$ cat config.mk
export PLATFORM = sky130hd
export DESIGN_NAME = mem_arbiter_flat
export DESIGN_NICKNAME = d
export VERILOG_FILES = /design/src/rtl/mem_arbiter_pkg.sv /design/src/rtl/mem_arbiter_if.sv /design/src/rtl/mem_arb_pick.sv /design/src/rtl/mem_arbiter.sv /design/src/flat_wrapper.sv
export SDC_FILE = /design/constraint.sdc
export NUM_CORES = 1
export LEC_CHECK = 0
export ABC_AREA = 0
export BUFFER_PORTS_ARGS = -buffer_cell sky130_fd_sc_hd__buf_2
export CAP_MARGIN = 25
export CORE_AREA = 10 10 281 283
export DETAILED_ROUTE_END_ITERATION = 16
export DIE_AREA = 0 0 291 293
export HOLD_SLACK_MARGIN = 0.02
export PLACE_DENSITY_LB_ADDON = 0.08
export SYNTH_ARGS = -nofsm -noshare
export SYNTH_HDL_FRONTEND = slang
export SYNTH_SLANG_ARGS = --single-unit
$ cat constraint.sdc
create_clock -name clk -period 2 [get_ports clk]
set_input_delay 0.1 -clock clk [delete_from_list [all_inputs] [get_ports clk]]
set_output_delay 0.1 -clock clk [all_outputs]
set_load 0.01 [all_outputs]
$ cat src/rtl/mem_arbiter_pkg.sv
// mem_arbiter_pkg: shared definitions for the I/D cache memory arbiter.
//   - default block address / data widths
//   - arbiter FSM state encoding
package mem_arbiter_pkg;

  localparam int MA_ADDR_W = 28;   // block address (word address >> 2)
  localparam int MA_DATA_W = 128;  // one cache block per transfer

  typedef enum logic [1:0] {
    IDLE  = 2'd0,
    GNT_I = 2'd1,
    GNT_D = 2'd2,
    REL   = 2'd3
  } arb_state_t;

endpackage

$ cat src/rtl/mem_arbiter_if.sv
// mem_arbiter_if: bundle of the I-cache, D-cache and memory-side signals
// around the arbiter.
//   master : arbiter view (drives cache responses and memory requests)
//   slave  : environment view (caches + memory model)
interface mem_arbiter_if
  import mem_arbiter_pkg::*;
#(
  parameter int ADDR_W = MA_ADDR_W,
  parameter int DATA_W = MA_DATA_W
);

  // I-cache
  logic              i_read;
  logic [ADDR_W-1:0] i_addr;
  logic [DATA_W-1:0] i_rdata;
  logic              i_ready;

  // D-cache
  logic              d_read;
  logic              d_write;
  logic [ADDR_W-1:0] d_addr;
  logic [DATA_W-1:0] d_wdata;
  logic [DATA_W-1:0] d_rdata;
  logic              d_ready;

  // memory port
  logic              mem_read;
  logic              mem_write;
  logic [ADDR_W-1:0] mem_addr;
  logic [DATA_W-1:0] mem_wdata;
  logic [DATA_W-1:0] mem_rdata;
  logic              mem_ready;

  modport master (
    input  i_read, i_addr,
    input  d_read, d_write, d_addr, d_wdata,
    input  mem_rdata, mem_ready,
    output i_rdata, i_ready,
    output d_rdata, d_ready,
    output mem_read, mem_write, mem_addr, mem_wdata
  );

  modport slave (
    output i_read, i_addr,
    output d_read, d_write, d_addr, d_wdata,
    output mem_rdata, mem_ready,
    input  i_rdata, i_ready,
    input  d_rdata, d_ready,
    input  mem_read, mem_write, mem_addr, mem_wdata
  );

endinterface

$ cat src/rtl/mem_arb_pick.sv
// mem_arb_pick: combinational two-way selector between I and D requests.
//   req_i    : I-cache requesting
//   req_d    : D-cache requesting (read or write-back)
//   last_gnt : previous grant owner (0 = I, 1 = D)
//   pick_d   : 1 = grant D, 0 = grant I (only meaningful when a request is present)
// RR_EN = 1 alternates on a tie; RR_EN = 0 always favours D on a tie.
module mem_arb_pick #(
  parameter bit RR_EN = 1'b1
) (
  input  logic req_i,
  input  logic req_d,
  input  logic last_gnt,
  output logic pick_d
);

  logic tie_pick_d;

  assign tie_pick_d = RR_EN ? ~last_gnt : 1'b1;
  assign pick_d     = req_d & (~req_i | tie_pick_d);

endmodule

$ cat src/rtl/mem_arbiter.sv
// mem_arbiter: shares one memory port between the I-cache and D-cache.
//   clk   : system clock
//   rst_n : asynchronous active-low reset
//   bus   : mem_arbiter_if.master (cache request/response + memory port)
// One requester is granted at a time and keeps the grant until mem_ready.
// Memory-side request and cache-side response are decoded from the state
// register; ready/rdata pass through combinationally to the owner only.
//
// state | meaning
// ------+---------------------------------------------------------------
// IDLE  | no grant; arbitrate requests present at the next edge
// GNT_I | I-cache owns memory port; wait for mem_ready
// GNT_D | D-cache owns memory port; wait for mem_ready
// REL   | one-cycle bubble so the finished cache can drop its request
module mem_arbiter
  import mem_arbiter_pkg::*;
#(
  parameter int ADDR_W = MA_ADDR_W,
  parameter int DATA_W = MA_DATA_W,
  parameter bit RR_EN  = 1'b1
) (
  input logic           clk,
  input logic           rst_n,
  mem_arbiter_if.master bus
);

  localparam logic [ADDR_W-1:0] ZERO_ADDR = '0;
  localparam logic [DATA_W-1:0] ZERO_DATA = '0;

  arb_state_t state;
  logic       last_gnt;
  logic       req_d;
  logic       pick_d;

  assign req_d = bus.d_read | bus.d_write;

  mem_arb_pick #(
    .RR_EN (RR_EN)
  ) u_pick (
    .req_i    (bus.i_read),
    .req_d    (req_d),
    .last_gnt (last_gnt),
    .pick_d   (pick_d)
  );

  // last_gnt resets to D so that I wins the first tie
  always_ff @(posedge clk or negedge rst_n) begin
    if (!rst_n) begin
      state    <= IDLE;
      last_gnt <= 1'b1;
    end else begin
      case (state)
        IDLE: begin
          if (bus.i_read || req_d)
            state <= pick_d ? GNT_D : GNT_I;
        end
        GNT_I: begin
          if (bus.mem_ready) begin
            state    <= REL;
            last_gnt <= 1'b0;
          end
        end
        GNT_D: begin
          if (bus.mem_ready) begin
            state    <= REL;
            last_gnt <= 1'b1;
          end
        end
        default: state <= IDLE;
      endcase
    end
  end

  // A granted cache that drops its request early leaves the grant in
  // place but stops driving mem_read/mem_write.
  always_comb begin
    bus.mem_read  = 1'b0;
    bus.mem_write = 1'b0;
    bus.mem_addr  = ZERO_ADDR;
    bus.mem_wdata = ZERO_DATA;
    bus.i_ready   = 1'b0;
    bus.i_rdata   = ZERO_DATA;
    bus.d_ready   = 1'b0;
    bus.d_rdata   = ZERO_DATA;
    case (state)
      GNT_I: begin
        bus.mem_read = bus.i_read;
        bus.mem_addr = bus.i_addr;
        bus.i_ready  = bus.mem_ready;
        bus.i_rdata  = bus.mem_rdata;
      end
      GNT_D: begin
        // write-back wins if the D-cache raises both
        bus.mem_write = bus.d_write;
        bus.mem_read  = bus.d_read & ~bus.d_write;
        bus.mem_addr  = bus.d_addr;
        bus.mem_wdata = bus.d_wdata;
        bus.d_ready   = bus.mem_ready;
        bus.d_rdata   = bus.mem_rdata;
      end
      default: ;
    endcase
  end

endmodule

$ cat src/flat_wrapper.sv
// flat-port wrapper written by rule: the top's interface ports become plain ports
module mem_arbiter_flat import mem_arbiter_pkg::*;
#(
  parameter int ADDR_W = MA_ADDR_W,
  parameter int DATA_W = MA_DATA_W,
  parameter bit RR_EN  = 1'b1
)
  (clk, rst_n, bus_i_read, bus_i_addr, bus_d_read, bus_d_write, bus_d_addr, bus_d_wdata, bus_mem_rdata, bus_mem_ready, bus_i_rdata, bus_i_ready, bus_d_rdata, bus_d_ready, bus_mem_read, bus_mem_write, bus_mem_addr, bus_mem_wdata);
  mem_arbiter_if #(.ADDR_W(ADDR_W), .DATA_W(DATA_W)) bus_i ();
  input logic clk;
  input logic rst_n;
  input wire logic [$bits(bus_i.i_read)-1:0] bus_i_read;
  input wire logic [$bits(bus_i.i_addr)-1:0] bus_i_addr;
  input wire logic [$bits(bus_i.d_read)-1:0] bus_d_read;
  input wire logic [$bits(bus_i.d_write)-1:0] bus_d_write;
  input wire logic [$bits(bus_i.d_addr)-1:0] bus_d_addr;
  input wire logic [$bits(bus_i.d_wdata)-1:0] bus_d_wdata;
  input wire logic [$bits(bus_i.mem_rdata)-1:0] bus_mem_rdata;
  input wire logic [$bits(bus_i.mem_ready)-1:0] bus_mem_ready;
  output wire logic [$bits(bus_i.i_rdata)-1:0] bus_i_rdata;
  output wire logic [$bits(bus_i.i_ready)-1:0] bus_i_ready;
  output wire logic [$bits(bus_i.d_rdata)-1:0] bus_d_rdata;
  output wire logic [$bits(bus_i.d_ready)-1:0] bus_d_ready;
  output wire logic [$bits(bus_i.mem_read)-1:0] bus_mem_read;
  output wire logic [$bits(bus_i.mem_write)-1:0] bus_mem_write;
  output wire logic [$bits(bus_i.mem_addr)-1:0] bus_mem_addr;
  output wire logic [$bits(bus_i.mem_wdata)-1:0] bus_mem_wdata;
  assign bus_i.i_read = bus_i_read;
  assign bus_i.i_addr = bus_i_addr;
  assign bus_i.d_read = bus_d_read;
  assign bus_i.d_write = bus_d_write;
  assign bus_i.d_addr = bus_d_addr;
  assign bus_i.d_wdata = bus_d_wdata;
  assign bus_i.mem_rdata = bus_mem_rdata;
  assign bus_i.mem_ready = bus_mem_ready;
  assign bus_i_rdata = bus_i.i_rdata;
  assign bus_i_ready = bus_i.i_ready;
  assign bus_d_rdata = bus_i.d_rdata;
  assign bus_d_ready = bus_i.d_ready;
  assign bus_mem_read = bus_i.mem_read;
  assign bus_mem_write = bus_i.mem_write;
  assign bus_mem_addr = bus_i.mem_addr;
  assign bus_mem_wdata = bus_i.mem_wdata;
  mem_arbiter #(.ADDR_W(ADDR_W), .DATA_W(DATA_W), .RR_EN(RR_EN)) u_core (.clk(clk), .rst_n(rst_n), .bus(bus_i));
endmodule
# Yosys cells after proc, flatten, opt, wreduce, memory -nomap -nowiden
# Index checks and enable logic that the tools add are counted.
[word_totals]
ff_bits = 3
out_inout_bits = 416
wordCells = 36
[classes]
n_eq_ne = 6
muxes = 15
n_bitwise = 7
n_reduce_logical = 6
[op_table]
columns = ["operator", "count"]
rows = [
  ["$mux W128", 3],
  ["$pmux W28 S2", 1],
  ["$mux W2", 3],
  ["$mux W1", 5],
  ["$ne A2 B1 Y1 const B", 2],
  ["$ne A2 B2 Y1 const B", 2],
  ["$pmux W1 S2", 2],
  ["$pmux W2 S2", 1],
  ["$not A1 Y1", 3],
  ["$reduce_and A3 Y1", 1],
  ["$and A1 B1 Y1", 2],
  ["$eq A2 B1 Y1 const B", 1],
  ["$eq A2 B2 Y1 const B", 1],
  ["$logic_not A2 Y1", 1],
  ["$or A1 B1 Y1", 2],
  ["$reduce_and A2 Y1", 1],
  ["$reduce_bool A2 Y1", 1],
  ["$reduce_or A2 Y1", 1],
  ["$logic_or A1 B1 Y1", 1],
]

# Longest topological paths before layout
[depth]
word_depth = 6
ltp_mapped = 6

# By module
# A second synthesis with hierarchy kept.
[unflattened]
cells_unflattened = 521
area_unflattened_um2 = 3319.4
[by_module_without_submodules]
columns = ["mod", "n_inst", "cells_per_inst", "area_per_inst_um2", "seq_area_each_um2"]
rows = [
  ["mem_arbiter", 1, 520, 3308.2, 76.3],
  ["mem_arb_pick", 1, 1, 11.3, 0.0],
]

# Least setup slack after synthesis
# No wires, ideal clock.
[synth_path]
path_type = "register to register"
from = "reg u_core.state[0]"
to = "reg u_core.state[0]"
setup_ps = 121
arrival_time_ps = 1353
t_required_ps = 1879
slack_ps = 526
stages_incl_launch_ff = 6
n_path_buf = 0
synth_period_minus_slack_ps = 1474
cell_sequence = "dfrtp_1 > inv_1 > ha_1 > nor2b_4 > or2_1 > a22o_1"
[synth_between]
elab_chain_cells = 4
[synth_rtl]
columns = ["element", "line_no", "source"]
rows = [
  ["start, declared", "mem_arbiter.sv:30", "arb_state_t state;"],
  ["start signal, assigned", "mem_arbiter.sv:55", "state <= pick_d ? GNT_D : GNT_I;"],
  ["$eq A2 B1 Y1 / $eq A2 B2 Y1 (equally long branches)", "mem_arbiter.sv:52", "case (state)"],
  ["$reduce_or A2 Y1 (no line)", "n/a", ""],
  ["$ne A2 B1 Y1 (no line)", "n/a", ""],
  ["$reduce_and A2 Y1 (no line)", "n/a", ""],
]
# Parallel ways exist; a longest one is shown, timed or not.
# A chain may end at the register's enable or synchronous reset.

# Worst setup path in the final report
[layout_path]
from = "reg u_core.state[0]"
to = "out bus_mem_wdata[90]"
[layout_between]
elab_chain_cells = 2
[layout_rtl]
columns = ["element", "line_no", "source"]
rows = [
  ["$eq A2 B2 Y1", "mem_arbiter.sv:85", "case (state)"],
  ["$mux W128", "mem_arbiter.sv:85", ""],
  ["end, declared", "flat_wrapper.sv:27", "output wire logic [$bits(bus_i.mem_wdata)-1:0] bus_mem_wdata;"],
]
# No other way between the ends.

==> results.toml <==
[run_status]
status = "complete, no violations"

[worst_hold_path]
holdCritPathClass = "in2reg"
whs_path_depth = 3

[sta]
hold_viol_final = 0
finClkSkew_ns = 0.000295
timing.fmax_ghz = 0.538
finalMaxSlewViolations = 0
tightest_slew_ns = 0.321
setup_viol = 0
rsz0062_at_grt = "no"
hold_ws_ns = 0.145
period_minus_slack_ns = 1.86
slew_headroom_pct = 78.6
timing.final.crit_share_pct = 92.9
setup_tns_ns = 0

[worst_setup_path]
ff2ff_path_depth = 5
path_class = "reg2out"
crit_arrival_ns = 1.76
crit_end = "bus_mem_wdata[90]"
worstPathRequired_ns = 1.90
r2r_slack_ns = 0.34
critPathLaunch = "u_core.state[0]$_DFFE_PN0P_"
r2r-end = "u_core.state[1]$_DFFE_PN0P_"
crit_fanout = 48
reg2reg_from = "u_core.state[1]$_DFFE_PN0P_"
worst_setup_path_start_kind = "flip-flop"
cp-end-kind = "output pin"

[drt]
wl_per_cell_um = 18.9
drt_wl_total_um = 41600
vias_per_cell = 2.80
first_pass_iters = 4
vias = 6143
dr.first_iter.drc_count = 112
drc = 0
ant_nets = 0

[grt]
grt_max_degree = 70
grt_use_total_pct = 8.90
antenna_found_initial = 13
grt_pass1_wl_um = 55200
gr-total-overflow = 0
first_global_vias = 6524

[synthesis]
yosys.area.top_type = "and2_1"
synth_top_area_share_pct = 72.7
synth_warnings = 0
postSynthCellCount = 520
ys_seq_area_share_pct = 2.29
synthTopCellsByArea = "and2_1, a22oi_1, nor2b_1, clkbuf_2, ha_1"
synth_seq_cells = 3
yosysUniqueCellTypes = 24
syn_avg_cell_area_um2 = 6.41
synth_nets = 843
syn_area_mm2 = 0.00333

[power_and_ir_drop]
p_int_uw = 4080
pwr-share-clk_pct = 3.4
leakage_uw = 0.00491
combPwrFrac_pct = 95.0
p_switching_uw = 5080
switching_share_pct = 55.4
seqPwrFrac_pct = 1.6
ir_worst_vdd_uv = 321
power_density_mw_per_mm2 = 1100

[finish]
layout_common_cells = "buf_2, and2_1, a22oi_1, nor2b_1, buf_12"
syn_to_final_growth_pct = 150
fillers = 8782
drive_above_1_share_pct = 62.1
layout_commonest_cell = "buf_2"
finalNetCount = 1548

[clocking]
cts_tree = "built"
clockBufferDepth = 2
worstSkewPairLatency_ns = 0.22
cts_made_buffers = 3
root_buffer = "clkbuf_16"
postCtsSetupRepairBufs = 0
clkTransAtPathRegs_ns = 0.03
htree_levels = 1
clock_sinks = 3

[floorplanning]
num_rows = 100
initial_core_util_pct = 4.53
die_area_mm2 = 0.0853
die_h_um = 293
core-area_mm2 = 0.0736
die_w_um = 291
num_io_pins = 734

[placement]
hpwl_um = 37700
place.gp.congestion = 0.806
io_buffer_count = 733

[flow_run]
drv_cap = 0
-- final cells by class --
cell class | count | area, um^2 | area share, %
Timing Repair Buffer | 751 | 3930 | 47.2
Multi-Input combinational cell | 462 | 3000 | 36.1
Sequential cell | 3 | 76.3 | 0.917
Inverter | 4 | 15.0 | 0.180
Tap cell | 969 | 1210 | 14.6
Clock buffer | 4 | 78.8 | 0.947
Antenna cell | 4 | 10.0 | 0.120
-- logic make-up after synthesis --
logic type,Yosys count,share of synthesized area [%]
AND/OR/NAND/NOR,422,79.6
flip-flops,3,2.29
adder cells (fa/ha/maj),5,1.88
buffers and inverters,55,8.26
AO/OA/AOI/OAI,35,7.96
-- per-stage QoR --
step           setup slack [ns]  instances  area, um^2  total power (uW)  util, %
3_5_place_dp              0.158       2188        8220              9240     11.2
3_3_place_gp              0.162       2188        8220              9440     11.2
6_report                  0.142       2197        8320              9160     11.3
5_1_grt                  0.0286       2196        8320             10100     11.3
4_1_cts                  0.0163       2193        8310              9590     11.3
2_1_floorplan             0.526        520        3330              4590        -
-- metal layers --
layer / global-route usage [%] / up-vias / wire length, um
li1: - / 2997 / -
met1: 7.68 / 2745 / 12700
met2: 19.1 / 365 / 24500
met3: 3.61 / 26 / 4030
met4: 0.578 / 10 / 235
met5: 0 / - / 78
-- how the worst min path moves through the flow --
stage                                             end     startpoint
after CTS                 u_core.last_gnt$_DFFE_PN1P_  bus_mem_ready
after detailed placement  u_core.state[1]$_DFFE_PN0P_          rst_n
after global placement    u_core.state[1]$_DFFE_PN0P_          rst_n
final                     u_core.last_gnt$_DFFE_PN1P_  bus_mem_ready
after floorplan           u_core.state[0]$_DFFE_PN0P_          rst_n
after global routing      u_core.last_gnt$_DFFE_PN1P_  bus_mem_ready
-- flip-flops by register name, summed over array words and instances (netlist names) --
signal and count:
u_core.last_gnt 1, u_core.state 2
-- power by group through the flow --
stage                     clock network (uW)  registers [uW]  logic, uW
after CTS                                317             149       9120
after global routing                     323             156       9600
after floorplan                            0             126       4470
after detailed placement                   0             150       9090
final                                    313             149       8700
after global placement                     0             152       9290
-- critical path, stage by stage, from the launching register on --
cell     delay [ns]
dfrtp_1        0.43
inv_2          0.13
ha_4           0.18
buf_12         0.17
buf_12         0.21
and2_1         0.20
buf_2          0.15
-- Yosys cell counts --
cell type and instances:
o2bb2ai_1 1, inv_1 4, o21bai_1 1, clkbuf_1 5
a21boi_1 1, o21ai_1 1, buf_2 12, nor3_1 1
a22o_1 2, nand3b_1 1, nor2b_4 1, dfstp_2 1
buf_6 2, a22oi_1 28, or2_1 1, dfrtp_1 2
nand2_1 2, ha_1 5, buf_1 1, and2_1 387
clkbuf_2 31, nor2b_1 28, a21o_2 1, nor4b_2 1
-- what timing repair did --
item,in CTS,in global routing
setup endpoints to repair,22,43
hold buffers,1,0
gates resized for setup,1,2
endpoints found under the hold margin,3,0
(Power assumes the default switching activity.)
